File: src/rtl/spi_pkg.sv
// Shared constants and FSM state types for the SPI slave byte buffer.
package spi_pkg;

  localparam int BYTE_W        = 8;
  localparam int DEFAULT_DEPTH = 8;

  typedef enum logic {
    RX_IDLE,
    RX_ACK
  } rx_state_t;

  typedef enum logic {
    TX_IDLE,
    TX_WAIT
  } tx_state_t;

endpackage

File: src/rtl/spi_sync_fifo.sv
// Single-clock byte FIFO with first-word fall-through output and an occupancy count.
module spi_sync_fifo
  import spi_pkg::*;
#(
  parameter int DEPTH = DEFAULT_DEPTH,
  parameter int AW    = $clog2(DEPTH)
) (
  input  logic              sysclk,
  input  logic              nreset,
  input  logic              flush,
  input  logic              push,
  input  logic              pop,
  input  logic [BYTE_W-1:0] din,
  output logic [BYTE_W-1:0] dout,
  output logic              full,
  output logic              empty,
  output logic [AW:0]       level
);

  localparam logic [AW:0] FULL_LEVEL = (AW + 1)'(DEPTH);

  logic [BYTE_W-1:0] mem [DEPTH];
  logic [AW-1:0]     wr_ptr;
  logic [AW-1:0]     rd_ptr;
  logic              do_push;
  logic              do_pop;

  assign full    = (level == FULL_LEVEL);
  assign empty   = (level == '0);
  // A push into a full FIFO is dropped even when a pop frees a slot in the same cycle.
  assign do_push = push && !full && !flush;
  assign do_pop  = pop && !empty && !flush;
  assign dout    = empty ? '0 : mem[rd_ptr];

  // NOTE: sequential state is assigned with non-blocking (<=) so every register
  // samples pre-edge values regardless of statement order.
  always_ff @(posedge sysclk or negedge nreset) begin
    if (!nreset) begin
      wr_ptr <= '0;
      rd_ptr <= '0;
      level  <= '0;
    end else if (flush) begin
      wr_ptr <= '0;
      rd_ptr <= '0;
      level  <= '0;
    end else begin
      if (do_push) wr_ptr <= wr_ptr + 1'b1;
      if (do_pop)  rd_ptr <= rd_ptr + 1'b1;
      case ({do_push, do_pop})
        2'b10:   level <= level + 1'b1;
        2'b01:   level <= level - 1'b1;
        default: level <= level;
      endcase
    end
  end

  // NOTE: the storage array is deliberately not reset; occupancy is tracked by the
  // pointers and level, and dout is masked while empty, so stale contents never leak.
  always_ff @(posedge sysclk) begin
    if (do_push) mem[wr_ptr] <= din;
  end

endmodule

File: src/rtl/spi_slave_buffer.sv
// Byte buffering between the SPI slave holding registers and the host side:
// an RX FIFO drained from the slave and a TX FIFO that refills the slave.
module spi_slave_buffer
  import spi_pkg::*;
#(
  parameter int DEPTH = DEFAULT_DEPTH,
  parameter int AW    = $clog2(DEPTH)
) (
  input  logic              sysclk,
  input  logic              nreset,
  input  logic              flush,
  input  logic [BYTE_W-1:0] slave_rx_data,
  input  logic              slave_rx_ready,
  output logic              slave_rx_re,
  input  logic              slave_rx_error,
  output logic              slave_clear_error,
  output logic [BYTE_W-1:0] slave_tx_data,
  output logic              slave_tx_we,
  input  logic              slave_tx_empty,
  input  logic [BYTE_W-1:0] host_tx_data,
  input  logic              host_tx_wr,
  output logic              host_tx_full,
  output logic [AW:0]       host_tx_level,
  output logic [BYTE_W-1:0] host_rx_data,
  input  logic              host_rx_rd,
  output logic              host_rx_empty,
  output logic [AW:0]       host_rx_level,
  output logic              host_tx_ovf,
  output logic              host_rx_err
);

  rx_state_t         rx_state, rx_state_next;
  tx_state_t         tx_state, tx_state_next;
  logic              rx_take;
  logic              tx_load;
  logic              rx_full;
  logic              tx_fifo_empty;
  logic [BYTE_W-1:0] tx_head;

  spi_sync_fifo #(.DEPTH(DEPTH), .AW(AW)) u_rx_fifo (
    .sysclk (sysclk),
    .nreset (nreset),
    .flush  (flush),
    .push   (rx_take),
    .pop    (host_rx_rd),
    .din    (slave_rx_data),
    .dout   (host_rx_data),
    .full   (rx_full),
    .empty  (host_rx_empty),
    .level  (host_rx_level)
  );

  spi_sync_fifo #(.DEPTH(DEPTH), .AW(AW)) u_tx_fifo (
    .sysclk (sysclk),
    .nreset (nreset),
    .flush  (flush),
    .push   (host_tx_wr),
    .pop    (tx_load),
    .din    (host_tx_data),
    .dout   (tx_head),
    .full   (host_tx_full),
    .empty  (tx_fifo_empty),
    .level  (host_tx_level)
  );

  // NOTE: every signal driven here gets a default first, so no path leaves it
  // unassigned and no latch is inferred.
  always_comb begin
    rx_state_next = rx_state;
    rx_take       = 1'b0;
    if (flush) begin
      rx_state_next = RX_IDLE;
    end else begin
      case (rx_state)
        RX_IDLE: if (slave_rx_ready && !rx_full) begin
          rx_take       = 1'b1;
          rx_state_next = RX_ACK;
        end
        // One guard cycle lets the slave drop slave_rx_ready after the read strobe.
        RX_ACK:  rx_state_next = RX_IDLE;
        default: rx_state_next = RX_IDLE;
      endcase
    end
  end

  always_comb begin
    tx_state_next = tx_state;
    tx_load       = 1'b0;
    if (flush) begin
      tx_state_next = TX_IDLE;
    end else begin
      case (tx_state)
        TX_IDLE: if (slave_tx_empty && !tx_fifo_empty) begin
          tx_load       = 1'b1;
          tx_state_next = TX_WAIT;
        end
        TX_WAIT: tx_state_next = TX_IDLE;
        default: tx_state_next = TX_IDLE;
      endcase
    end
  end

  always_ff @(posedge sysclk or negedge nreset) begin
    if (!nreset) begin
      rx_state          <= RX_IDLE;
      tx_state          <= TX_IDLE;
      slave_rx_re       <= 1'b0;
      slave_tx_we       <= 1'b0;
      slave_tx_data     <= '0;
      slave_clear_error <= 1'b0;
      host_tx_ovf       <= 1'b0;
      host_rx_err       <= 1'b0;
    end else begin
      rx_state          <= rx_state_next;
      tx_state          <= tx_state_next;
      slave_rx_re       <= rx_take;
      slave_tx_we       <= tx_load;
      slave_clear_error <= flush;
      // The transmit byte survives flush so the slave keeps shifting a stable value.
      if (tx_load) slave_tx_data <= tx_head;
      if (flush) begin
        host_tx_ovf <= 1'b0;
        host_rx_err <= 1'b0;
      end else begin
        if (host_tx_wr && host_tx_full) host_tx_ovf <= 1'b1;
        if (slave_rx_error)             host_rx_err <= 1'b1;
      end
    end
  end

endmodule
File: config.mk
export PLATFORM = sky130hd
export DESIGN_NAME = spi_slave_buffer
export DESIGN_NICKNAME = d
export VERILOG_FILES = /design/src/rtl/spi_pkg.sv /design/src/rtl/spi_sync_fifo.sv /design/src/rtl/spi_slave_buffer.sv
export SDC_FILE = /design/constraint.sdc
export NUM_CORES = 1
export LEC_CHECK = 0
export ABC_AREA = 1
export BUFFER_PORTS_ARGS = -buffer_cell sky130_fd_sc_hd__buf_4
export CAP_MARGIN = 10
export CELL_PAD_IN_SITES_DETAIL_PLACEMENT = 1
export CELL_PAD_IN_SITES_GLOBAL_PLACEMENT = 1
export CORE_AREA = 2 2 117 119
export CTS_CLUSTER_DIAMETER = 120
export DETAILED_ROUTE_END_ITERATION = 6
export DIE_AREA = 0 0 119 121
export HOLD_SLACK_MARGIN = 0.1
export PLACE_DENSITY = 0.82
export SYNTH_ARGS = -nofsm -noshare
export SYNTH_HDL_FRONTEND = slang
export SYNTH_SLANG_ARGS = --single-unit
File: constraint.sdc
create_clock -name sysclk -period 5.8 [get_ports sysclk]
set_clock_uncertainty 0.05 [all_clocks]
set_input_delay 0.58 -clock sysclk [delete_from_list [all_inputs] [get_ports sysclk]]
set_output_delay 0.58 -clock sysclk [all_outputs]
set_load 0.02 [all_outputs]
==> results of run 1 <==
synthesized netlist by cell type:
cell        n  area share
edfxtp_1  128        0.58
nor2_1    105       0.059
o21ai_0    84       0.063
nand2_1    67       0.038
dfrtp_1    33        0.12
inv_1      33       0.019
o22ai_1    17       0.016
buf_2      13      0.0098
a31oi_1     8      0.0075
ha_1        8       0.015
o211ai_1    8      0.0090
o221ai_1    8       0.011
clkbuf_1    7      0.0040
nand2_2     7      0.0066
nand3_1     7      0.0053
a21oi_1     6      0.0045
o21ai_1     5      0.0038
inv_2       3      0.0017
nand3_2     3      0.0045
buf_1       2      0.0011
nand4_1     2      0.0019
xnor2_1     2      0.0026
xor2_1      2      0.0026
buf_6       1      0.0017
clkbuf_2    1     0.00075
fa_1        1      0.0030
nand2_4     1      0.0017
nor2_2      1     0.00094
nor2_4      1      0.0017
o21a_1      1      0.0011
cell type report:
cell class / instances / area [um^2] / share of cell area
timing repair buffer: 55 / 415.4 / 0.05368
multi-input combinational: 344 / 1720 / 0.2223
clock buffer: 20 / 436.7 / 0.05643
inverter: 36 / 135.1 / 0.01746
sequential: 161 / 4669 / 0.6034
clock inverter: 12 / 141.4 / 0.01827
tap: 176 / 220.2 / 0.02846
cells by family after synthesis:
kind of cell,count (synthesis),synth area share
and+or+nand+nor,194,0.1198
DFF,161,0.7032
AOI/OAI and AO/OA,137,0.1159
buffers and inverters,60,0.03769
adders and majority gates,9,0.01809
xor gates and xnor gates,4,0.005277
metrics by stage:
stage               instance area [um^2]  cells  setup WS [ps]
floorplan                           6640    565           3723
global placement                    7151    771           2501
detailed placement                  7151    771           2241
CTS                                 7739    804           1798
global route                        7739    804           1532
finish                              7739    804           1842
flip-flops by register name, summed over array words and instances, names as in the netlist:
register	flops
u_tx_fifo.wr_ptr	3
u_rx_fifo.rd_ptr	3
u_tx_fifo.level	4
u_rx_fifo.wr_ptr	3
u_tx_fifo.rd_ptr	3
u_rx_fifo.level	4
u_tx_fifo.mem	64
u_rx_fifo.mem	64
slave_tx_data	8
host_tx_ovf	1
host_rx_err	1
rx_state	1
slave_tx_we	1
slave_clear_error	1
worst paths after layout:
kind                       depth (start not counted)                 end
max                                                6     host_rx_data[4]
min                                                1   slave_clear_error
max reg2reg                                       12  u_tx_fifo.level[3]
min reg2reg                                        2         host_rx_err
max in group asynchronous                          2   slave_clear_error
min in group asynchronous                          2    slave_tx_data[7]
per-layer routing:
metal	global-route usage	routed length [um]	up-vias
met5	0	0	-
met4	0.1027	368	0
met3	0.05639	940	35
met2	0.4278	8778	183
met1	0.3159	7217	2360
li1	-	-	2101
power by group through the flow:
| stage | Combinational (uW) | Sequential [uW] | Clock [uW] |
|---|---|---|---|
| global placement | 876 | 1500 | 0 |
| detailed placement | 937 | 1510 | 0 |
| CTS | 964 | 1490 | 1120 |
| global route | 1050 | 1510 | 1160 |
| finish | 956 | 1490 | 1110 |
| floorplan | 581 | 1490 | 0 |
timing repair:
item / CTS / global route
hold buffers: 1 / 0
endpoints found under the hold margin: 33 / 0
buffers inserted: 0 / 0
resized for setup: 0 / 0
worst register-to-register path, delay by kind of cell, from the launching register on:
kind	cells	cell delay [ps]
AOI/OAI and AO/OA	2	290
xor gates and xnor gates	2	350
adders and majority gates	1	300
buffers and inverters	2	770
DFF	1	460
and+or+nand+nor	5	950
cells in the final DEF (no fill, tap or decap), types with 17 or more instances in the layout:
| cell | count |
|---|---|
| edfxtp_1 | 128 |
| nor2_1 | 105 |
| o21ai_0 | 84 |
| nand2_1 | 67 |
| buf_4 | 54 |
| inv_1 | 33 |
| dfrtp_1 | 33 |
| o22ai_1 | 17 |
| clkbuf_16 | 17 |
==> reports/metrics.cfg, run 1 <==
[outcome]
status = completed

[floorplan]
initial_core_util = 0.5075
core_um2 = 13090
rows = 42
die_h_um = 121
ios = 55
dieArea_um2 = 14400
die_x_um = 119

[final_layout]
final_nets = 648
drive_above_1_share = 0.1529
syn2layout_area_growth_pct = 16.54
nFillCells = 1342
finalCoreUtilization = 0.5914
num_antenna_cells = 0

[pwr]
clockPowerShare = 0.313
leakagePower_uw = 0.002984
p_total_uw = 3559
peakVddDrop_mv = 0.2194
p_int_uw = 2341
pwr-share-seq = 0.419
power_density_nw_per_um2 = 459.9
p_sw_uw = 1218
p_sw_frac = 0.3422
pwr-share-comb = 0.269

[setup_path]
critPathCaptureType = output port
crit_path_frequent_cell = o21ai_0
r2r_slack_ps = 2520
startpoint = u_rx_fifo.rd_ptr[0]
critical-path-max-stage-delay_ps = 1030
required_ps = 5170
crit_path_max_fanout = 34
cp.buffers_inverters = 2
path_cells = inv_1 > o21ai_0 > o22ai_1 > o21ai_0 > a31oi_1 > buf_4
cpMaxStageDelayCell = dfrtp_1
setup.worst_path.class = reg -> out
cp.arrival_ps = 3330
r2r_start = u_tx_fifo.level[0]
cp_top_family = flip-flops
start_kind = register

[clocking]
cts_buffer_depth = 2
cts_tree = built
cts_num_sinks = 161
root_buffer = clkbuf_16
insertion_delay_ps = 430
clkTransAtPathRegs_ps = 60
cts_htree_levels = 4
numCtsBuffers = 17

[sta]
slew_viol_final = 0
tns_ps = 0
tightest_slew_ps = 1177
setup_violations = 0
rsz0062_at_grt = false
fin_crit_ps = 3958
finalHoldViolations = 0
clock.fmax_mhz = 252.7
holdWs_ps = 304.5
period_share = 0.6823
relSlewSlack = 0.2156

[drt]
viasPerCell = 5.820
drt_first_pass_iters = 4
drc = 0
postRouteAntennaNets = 0
vias = 4679
finalWirelength_mm = 17.30
avgRoutedWirePerCell_um = 21.52
first_iter_violations = 407

[global_route]
grt_start_max_net_pins = 37
grt_use_total = 0.2525
grt_pass1_vias = 5026
gr-total-overflow = 0
antenna_found_initial = 0
grt_first_pass_wirelength_mm = 26.92

[synthesis]
yosysSeqAreaShare = 0.7032
synth_cell_type_count = 30
ys_seq_elements = 161
yosys_warnings = 0
synthesis.area_um2 = 6640
avgSynthCellArea_um2 = 11.75
synthCells = 565
syn_nets = 598

[hold_path]
min-delay-start = flush
hp-class = in -> reg

[flow_run]
max_cap_viol_count = 0

[place]
dpl.hpwl_mm = 10.87
io_buffers = 54
gp_congestion = 0.7792

Note: power is estimated with default switching activity, not from simulation.
==> run 2: changes to the inputs <==
--- a/config.mk
+++ b/config.mk
@@ -10,12 +10,12 @@
 export CAP_MARGIN = 10
 export CELL_PAD_IN_SITES_DETAIL_PLACEMENT = 1
 export CELL_PAD_IN_SITES_GLOBAL_PLACEMENT = 1
-export CORE_AREA = 2 2 117 119
+export CORE_AREA = 2 2 128 130
 export CTS_CLUSTER_DIAMETER = 120
 export DETAILED_ROUTE_END_ITERATION = 6
-export DIE_AREA = 0 0 119 121
+export DIE_AREA = 0 0 130 132
 export HOLD_SLACK_MARGIN = 0.1
-export PLACE_DENSITY = 0.82
+export PLACE_DENSITY = 0.73
 export SYNTH_ARGS = -nofsm -noshare
 export SYNTH_HDL_FRONTEND = slang
 export SYNTH_SLANG_ARGS = --single-unit
==> constraint.sdc (replaced) <==
create_clock -name sysclk -period 3.2 [get_ports sysclk]
set_clock_uncertainty 0.05 [all_clocks]
set_input_delay 0.32 -clock sysclk [delete_from_list [all_inputs] [get_ports sysclk]]
set_output_delay 0.32 -clock sysclk [all_outputs]
set_load 0.02 [all_outputs]
==> run 2 against run 1 <==
Worst hold slack got worse by 180 ps. Sequential power up 72%. Die area grew 19%. Via count is 2.6% lower. Highest routed layer unchanged.
==> reports/metrics.cfg, run 2 (synthesis gave the netlist of run 1 again) <==
[final_layout]
layout_commonest_cell = edfxtp_1
mostFrequentLayoutCells = 128 x edfxtp_1, 105 x nor2_1, 84 x o21ai_0
num_antenna_cells = 0  ; unchanged
largestRegisters = u_rx_fifo.mem x64, u_tx_fifo.mem x64, slave_tx_data x8
drive_above_1_share = 0.1735  ; +0.02065
nFillCells = 1666  ; +24%
syn2layout_area_growth_pct = 20.80
final_nets = 677  ; +4.5%

[setup_path]
cpMaxStageDelayCell = dlygate4sd3_1
path_cells = dlygate4sd3_1 > buf_4 > inv_2 > nand4_1 > inv_1 > nand2_2 > inv_1 > ha_1 > a21oi_1 > nand2_1 > xor2_1 > xor2_1 > o21ai_1
cp.arrival_ps = 2980  ; -350 ps
critical-path-max-stage-delay_ps = 530  ; -500 ps
cp.buffers_inverters = 5  ; +3
crit_path_max_fanout = 12  ; -65%
start_kind = primary input
r2r_cells = 12  ; unchanged
cp_top_family = buffers and inverters
r2r_slack_ps = 690  ; -1830 ps
critPathCaptureType = register
required_ps = 3460  ; -1710 ps
r2r-end = u_tx_fifo.level[3]
r2r_start = u_tx_fifo.level[0]
setup.worst_path.class = in -> reg

[pwr]
power_density_nw_per_um2 = 788.5  ; +71%
peakVddDrop_mv = 0.3945  ; +80%
leakagePower_uw = 0.003103  ; +4.0%

[drt]
viasPerCell = 5.221  ; -10%
postRouteAntennaNets = 0  ; unchanged
drt_first_pass_iters = 4  ; unchanged
vias = 4558  ; -2.6%
finalWirelength_mm = 16.25  ; -6.1%
avgRoutedWirePerCell_um = 18.61  ; -14%
drc = 0  ; unchanged
first_iter_violations = 332  ; -18%

[place]
gp_congestion = 0.7968  ; +2.3%
dpl.hpwl_mm = 10.64  ; -2.1%
io_buffers = 54  ; unchanged
dp_slack_ps = 555.6  ; -1685 ps

[floorplan]
core_um2 = 15710  ; +20%
die_x_um = 130  ; +9.2%
rows = 46  ; +9.5%
initial_core_util = 0.4226  ; -0.08486
dieArea_um2 = 17160  ; +19%
die_h_um = 132  ; +9.1%
ios = 55  ; unchanged

[clocking]
postCtsSetupRepairBufs = 0  ; unchanged
cts_resized = 0  ; unchanged
cts_num_sinks = 161  ; unchanged
cts_tree = built
clkTransAtPathRegs_ps = 70  ; about the same
cts_htree_levels = 4  ; unchanged
numCtsBuffers = 17  ; unchanged
root_buffer = clkbuf_16
cts_buffer_depth = 2  ; unchanged
insertion_delay_ps = 430  ; about the same

[hold_path]
min-delay-start = slave_rx_data[4]
whs_path_depth = 1  ; unchanged
hold_end = u_rx_fifo.mem[7][4]
hp-class = in -> reg

[sta]
tns_ps = 0  ; unchanged
setup_ws_ps = 477.9  ; -1365 ps
slew_viol_final = 0  ; unchanged
clock.fmax_mhz = 367.4
finalHoldViolations = 0  ; unchanged
setup_violations = 0  ; unchanged
fin_crit_ps = 2722
relSlewSlack = 0.3569  ; +0.1413
period_share = 0.8507
tightest_slew_ps = 963.5  ; -213.0 ps
rsz0062_at_grt = false

[global_route]
grt_use_total = 0.1992  ; -0.05332
grt_first_pass_wirelength_mm = 25.59  ; -4.9%
antenna_found_initial = 0  ; unchanged
gr-total-overflow = 0  ; unchanged
grt_start_max_net_pins = 36  ; -2.7%
grt_pass1_vias = 4778  ; -4.9%

[flow_run]
max_cap_viol_count = 0  ; unchanged

[outcome]
status = completed

run 2: power breakdown:
part           internal [uW]  switching (uW)
logic                    645            1230
registers               2430             133
clock network           1010             882
run 2: cell type report:
class	count	area, um^2	share of cell area
inverters	36	135.1	0.01685
repair buffers	84	673.1	0.08392
clock buffers	17	425.4	0.05303
clock inverters	15	127.6	0.01591
flip-flops and latches	161	4669	0.5821
well taps	216	270.3	0.03369
multi-input cells	344	1720	0.2145
run 2: timing repair:
item / in CTS / in global routing
endpoints found under the setup margin: 0 / 0
hold buffers: 15 / 2
endpoints found under the hold margin: 127 / 5
run 2: how the worst max path moves through the flow:
stage / start / endpoint / slack, ps / cells past startpoint
after floorplan: u_tx_fifo.level[0] / u_tx_fifo.level[3] / 1120 / 12
after global placement: flush / u_tx_fifo.level[3] / 640 / 12
after detailed placement: flush / u_tx_fifo.level[3] / 560 / 12
after CTS: flush / u_tx_fifo.level[3] / 450 / 13
after global routing: flush / u_tx_fifo.level[3] / 300 / 13
final: flush / u_tx_fifo.level[3] / 480 / 13
run 2: metal layers:
layer,global-route usage,routed length [um],vias up
met5,0,0,-
met1,0.2424,6824,2273
met3,0.05114,577,32
met2,0.3394,8483,98
li1,-,-,2155
met4,0.07407,364,0
run 2: per-stage QoR:
stage / util / hold WS [ps] / cell area, um^2 / cells / power (uW)
after detailed placement: 0.4645 / 261.3 / 7298 / 824 / 4461
after CTS: 0.5092 / 103.0 / 8001 / 871 / 6382
after global routing: 0.5105 / 107.3 / 8021 / 873 / 6673
after global placement: 0.4645 / 258.6 / 7298 / 824 / 4391
after floorplan: - / -25.59 / 6640 / 565 / 3747
final: 0.5105 / 127.4 / 8021 / 873 / 6325
==> run 3: changes to the inputs <==
--- a/config.mk
+++ b/config.mk
@@ -10,12 +10,12 @@
 export CAP_MARGIN = 10
 export CELL_PAD_IN_SITES_DETAIL_PLACEMENT = 1
 export CELL_PAD_IN_SITES_GLOBAL_PLACEMENT = 1
-export CORE_AREA = 2 2 128 130
+export CORE_AREA = 2 2 121 123
 export CTS_CLUSTER_DIAMETER = 120
 export DETAILED_ROUTE_END_ITERATION = 6
-export DIE_AREA = 0 0 130 132
+export DIE_AREA = 0 0 123 125
 export HOLD_SLACK_MARGIN = 0.1
-export PLACE_DENSITY = 0.73
+export PLACE_DENSITY = 0.77
 export SYNTH_ARGS = -nofsm -noshare
 export SYNTH_HDL_FRONTEND = slang
 export SYNTH_SLANG_ARGS = --single-unit
==> constraint.sdc (replaced) <==
create_clock -name sysclk -period 2.7 [get_ports sysclk]
set_clock_uncertainty 0.05 [all_clocks]
set_input_delay 0.27 -clock sysclk [delete_from_list [all_inputs] [get_ports sysclk]]
set_output_delay 0.27 -clock sysclk [all_outputs]
set_load 0.02 [all_outputs]
==> run 3 against run 2 <==
Flip-flop and latch count did not move. Global-route usage is 4.2 points higher. Worst hold slack improved by 4.0 ps. Setup slack worse by 300 ps. Register-to-register slack worse by 340 ps. Sequential share of layout area fell by 0.58 points. Critical path depth shrank 7. Utilization up 6.0 points. First-iteration DRC count increased by 1.5%. Clock power grew 28%. Clock-buffer cell count unchanged. Critical path type is now reg -> out. Critical endpoint is now host_rx_data[0].
==> reports/metrics.cfg, run 3 (synthesis gave the netlist of run 1 again) <==
[outcome]
status = completed

[global_route]
grt_use_total = 0.2409  ; +0.04169
grt_start_max_net_pins = 34  ; -5.6%
grt_first_pass_wirelength_mm = 27.42  ; +7.1%
grt_pass1_vias = 5113  ; +7.0%
gr-total-overflow = 0  ; unchanged
antenna_found_initial = 1  ; +1

[setup_path]
cp.arrival_ps = 2200  ; -780 ps
required_ps = 2380  ; -1080 ps
cpMaxStageDelayCell = dfrtp_1
r2r-end = u_tx_fifo.level[3]
critPathCaptureType = output port
path_cells = buf_4 > o21ai_0 > o22ai_1 > o21ai_0 > a31oi_1 > buf_4
r2r_start = u_tx_fifo.level[0]
r2r_cells = 11  ; -1
setup.worst_path.class = reg -> out
critical-path-max-stage-delay_ps = 390  ; -140 ps
crit_path_max_fanout = 33  ; +21
r2r_slack_ps = 350  ; -340 ps
start_kind = register

[sta]
rsz0062_at_grt = false
clock.fmax_mhz = 397.1
fin_crit_ps = 2518
holdWs_ps = 131.4  ; +3.973 ps
slew_viol_final = 0  ; unchanged
tightest_slew_ps = 793.7  ; -169.8 ps
relSlewSlack = 0.4689  ; +0.1120
tns_ps = 0  ; unchanged
setup_ws_ps = 182.0  ; -295.9 ps
finalHoldViolations = 0  ; unchanged
period_share = 0.9326
setup_violations = 0  ; unchanged

[drt]
drc = 0  ; unchanged
vias = 4714  ; +3.4%
postRouteAntennaNets = 0  ; unchanged
avgRoutedWirePerCell_um = 20.38  ; +9.5%
finalWirelength_mm = 17.32  ; +6.6%
viasPerCell = 5.546  ; +6.2%
first_iter_violations = 337  ; +1.5%
drt_first_pass_iters = 5  ; +1

[floorplan]
dieArea_um2 = 15380  ; -10%
ios = 55  ; unchanged
core_um2 = 14200  ; -9.6%
initial_core_util = 0.4675  ; +0.04490
die_x_um = 123  ; -5.4%
die_h_um = 125  ; -5.3%
rows = 44  ; -4.3%

[pwr]
power_density_nw_per_um2 = 956.6  ; +21%
leakagePower_uw = 0.003160  ; +1.8%
peakVddDrop_mv = 0.5794  ; +47%

[final_layout]
fin_cells = 850  ; -2.6%
multi_input_area_um2 = 1720  ; unchanged
register_area_um2 = 4669  ; unchanged
drive_above_1_share = 0.1835  ; +0.009943
final_nets = 685  ; +1.2%
syn2layout_area_growth_pct = 22.03
mostFrequentLayoutCells = 128 x edfxtp_1, 105 x nor2_1, 84 x o21ai_0
nFillCells = 1487  ; -11%
finalCoreUtilization = 0.5705  ; +0.05996
largestRegisters = u_rx_fifo.mem x64, u_tx_fifo.mem x64, slave_tx_data x8
layout_commonest_cell = edfxtp_1

[hold_path]
hold_end = u_rx_fifo.rd_ptr[2]
hp-class = in -> reg
whs_path_depth = 3  ; +2
min-delay-start = host_rx_rd

[clocking]
insertion_delay_ps = 430  ; about the same
cts_num_sinks = 161  ; unchanged
root_buffer = clkbuf_16
clkTransAtPathRegs_ps = 60  ; about the same
cts_htree_levels = 4  ; unchanged
cts_tree = built
postCtsSetupRepairBufs = 0  ; unchanged
cts_buffer_depth = 2  ; unchanged
numCtsBuffers = 17  ; unchanged

[flow_run]
max_cap_viol_count = 0  ; unchanged

[place]
gp_congestion = 0.8196  ; +2.9%
place_inst = 797  ; -3.3%
dpl.hpwl_mm = 10.95  ; +2.9%
dp_slack_ps = 337.1  ; -218.5 ps
io_buffers = 54  ; unchanged

-- run 3: cell types whose count changed in the layout (fill, tap and decap cells not counted), moves of 2 or more --
cell           previous run  this run
clkinvlp_4                3         5
dlygate4sd3_1            17        20
buf_4                    67        72
inv_1                    33        31
bufinv_16                 0         2
-- run 3: final cells by class --
cell class                 instances  area share
sequential                       161      0.5763
multi-input combinational        344      0.2123
timing repair buffer              92     0.09141
clock buffer                      17     0.05250
tap                              184     0.02841
clock inverter                    15     0.02115
inverter                          36     0.01760
antenna                            1   0.0003088
-- run 3: worst max-delay path by stage --
stage | start | to | slack [ps] | cells after the start
final | u_rx_fifo.rd_ptr[0] | host_rx_data[0] | 180 | 6
after global routing | u_rx_fifo.rd_ptr[0] | host_rx_data[0] | 10 | 6
after floorplan | u_tx_fifo.level[0] | u_tx_fifo.level[3] | 620 | 12
after detailed placement | u_tx_fifo.level[0] | u_tx_fifo.level[3] | 340 | 11
after global placement | u_tx_fifo.level[0] | u_tx_fifo.level[3] | 610 | 11
after CTS | u_rx_fifo.rd_ptr[1] | host_rx_data[0] | 40 | 6
-- run 3: critical path: cells and delay by family, from the launching register on --
| family | cells | cell delay, ps |
|---|---|---|
| AOI/OAI and AO/OA | 4 | 820 |
| buffers and inverters | 2 | 540 |
| DFF | 1 | 390 |
-- run 3: per-layer routing --
metal  share of wire  track usage  vias up
li1                -            -     2172
met1            0.42       0.2932     2387
met2            0.52       0.4105      116
met3           0.034      0.05338       39
met4           0.026       0.1023        0
met5               0            0        -
-- run 3: timing repair --
action,CTS,global route
endpoints found under the hold margin,164,0
endpoints found under the setup margin,0,1
hold buffers,20,0
resized for setup,0,2
-- run 3: through the flow --
step | total power [uW] | area (um^2)
6_report | 7751 | 8103
5_1_grt | 8125 | 8103
4_1_cts | 7794 | 8093
3_5_place_dp | 5308 | 7296
3_3_place_gp | 5198 | 7296
2_1_floorplan | 4441 | 6640
-- run 3: report_power, final --
part / switching [uW] / internal (uW) / total, uW
Sequential: 184 / 2870 / 3060
Clock: 1050 / 1390 / 2440
Combinational: 1470 / 785 / 2250
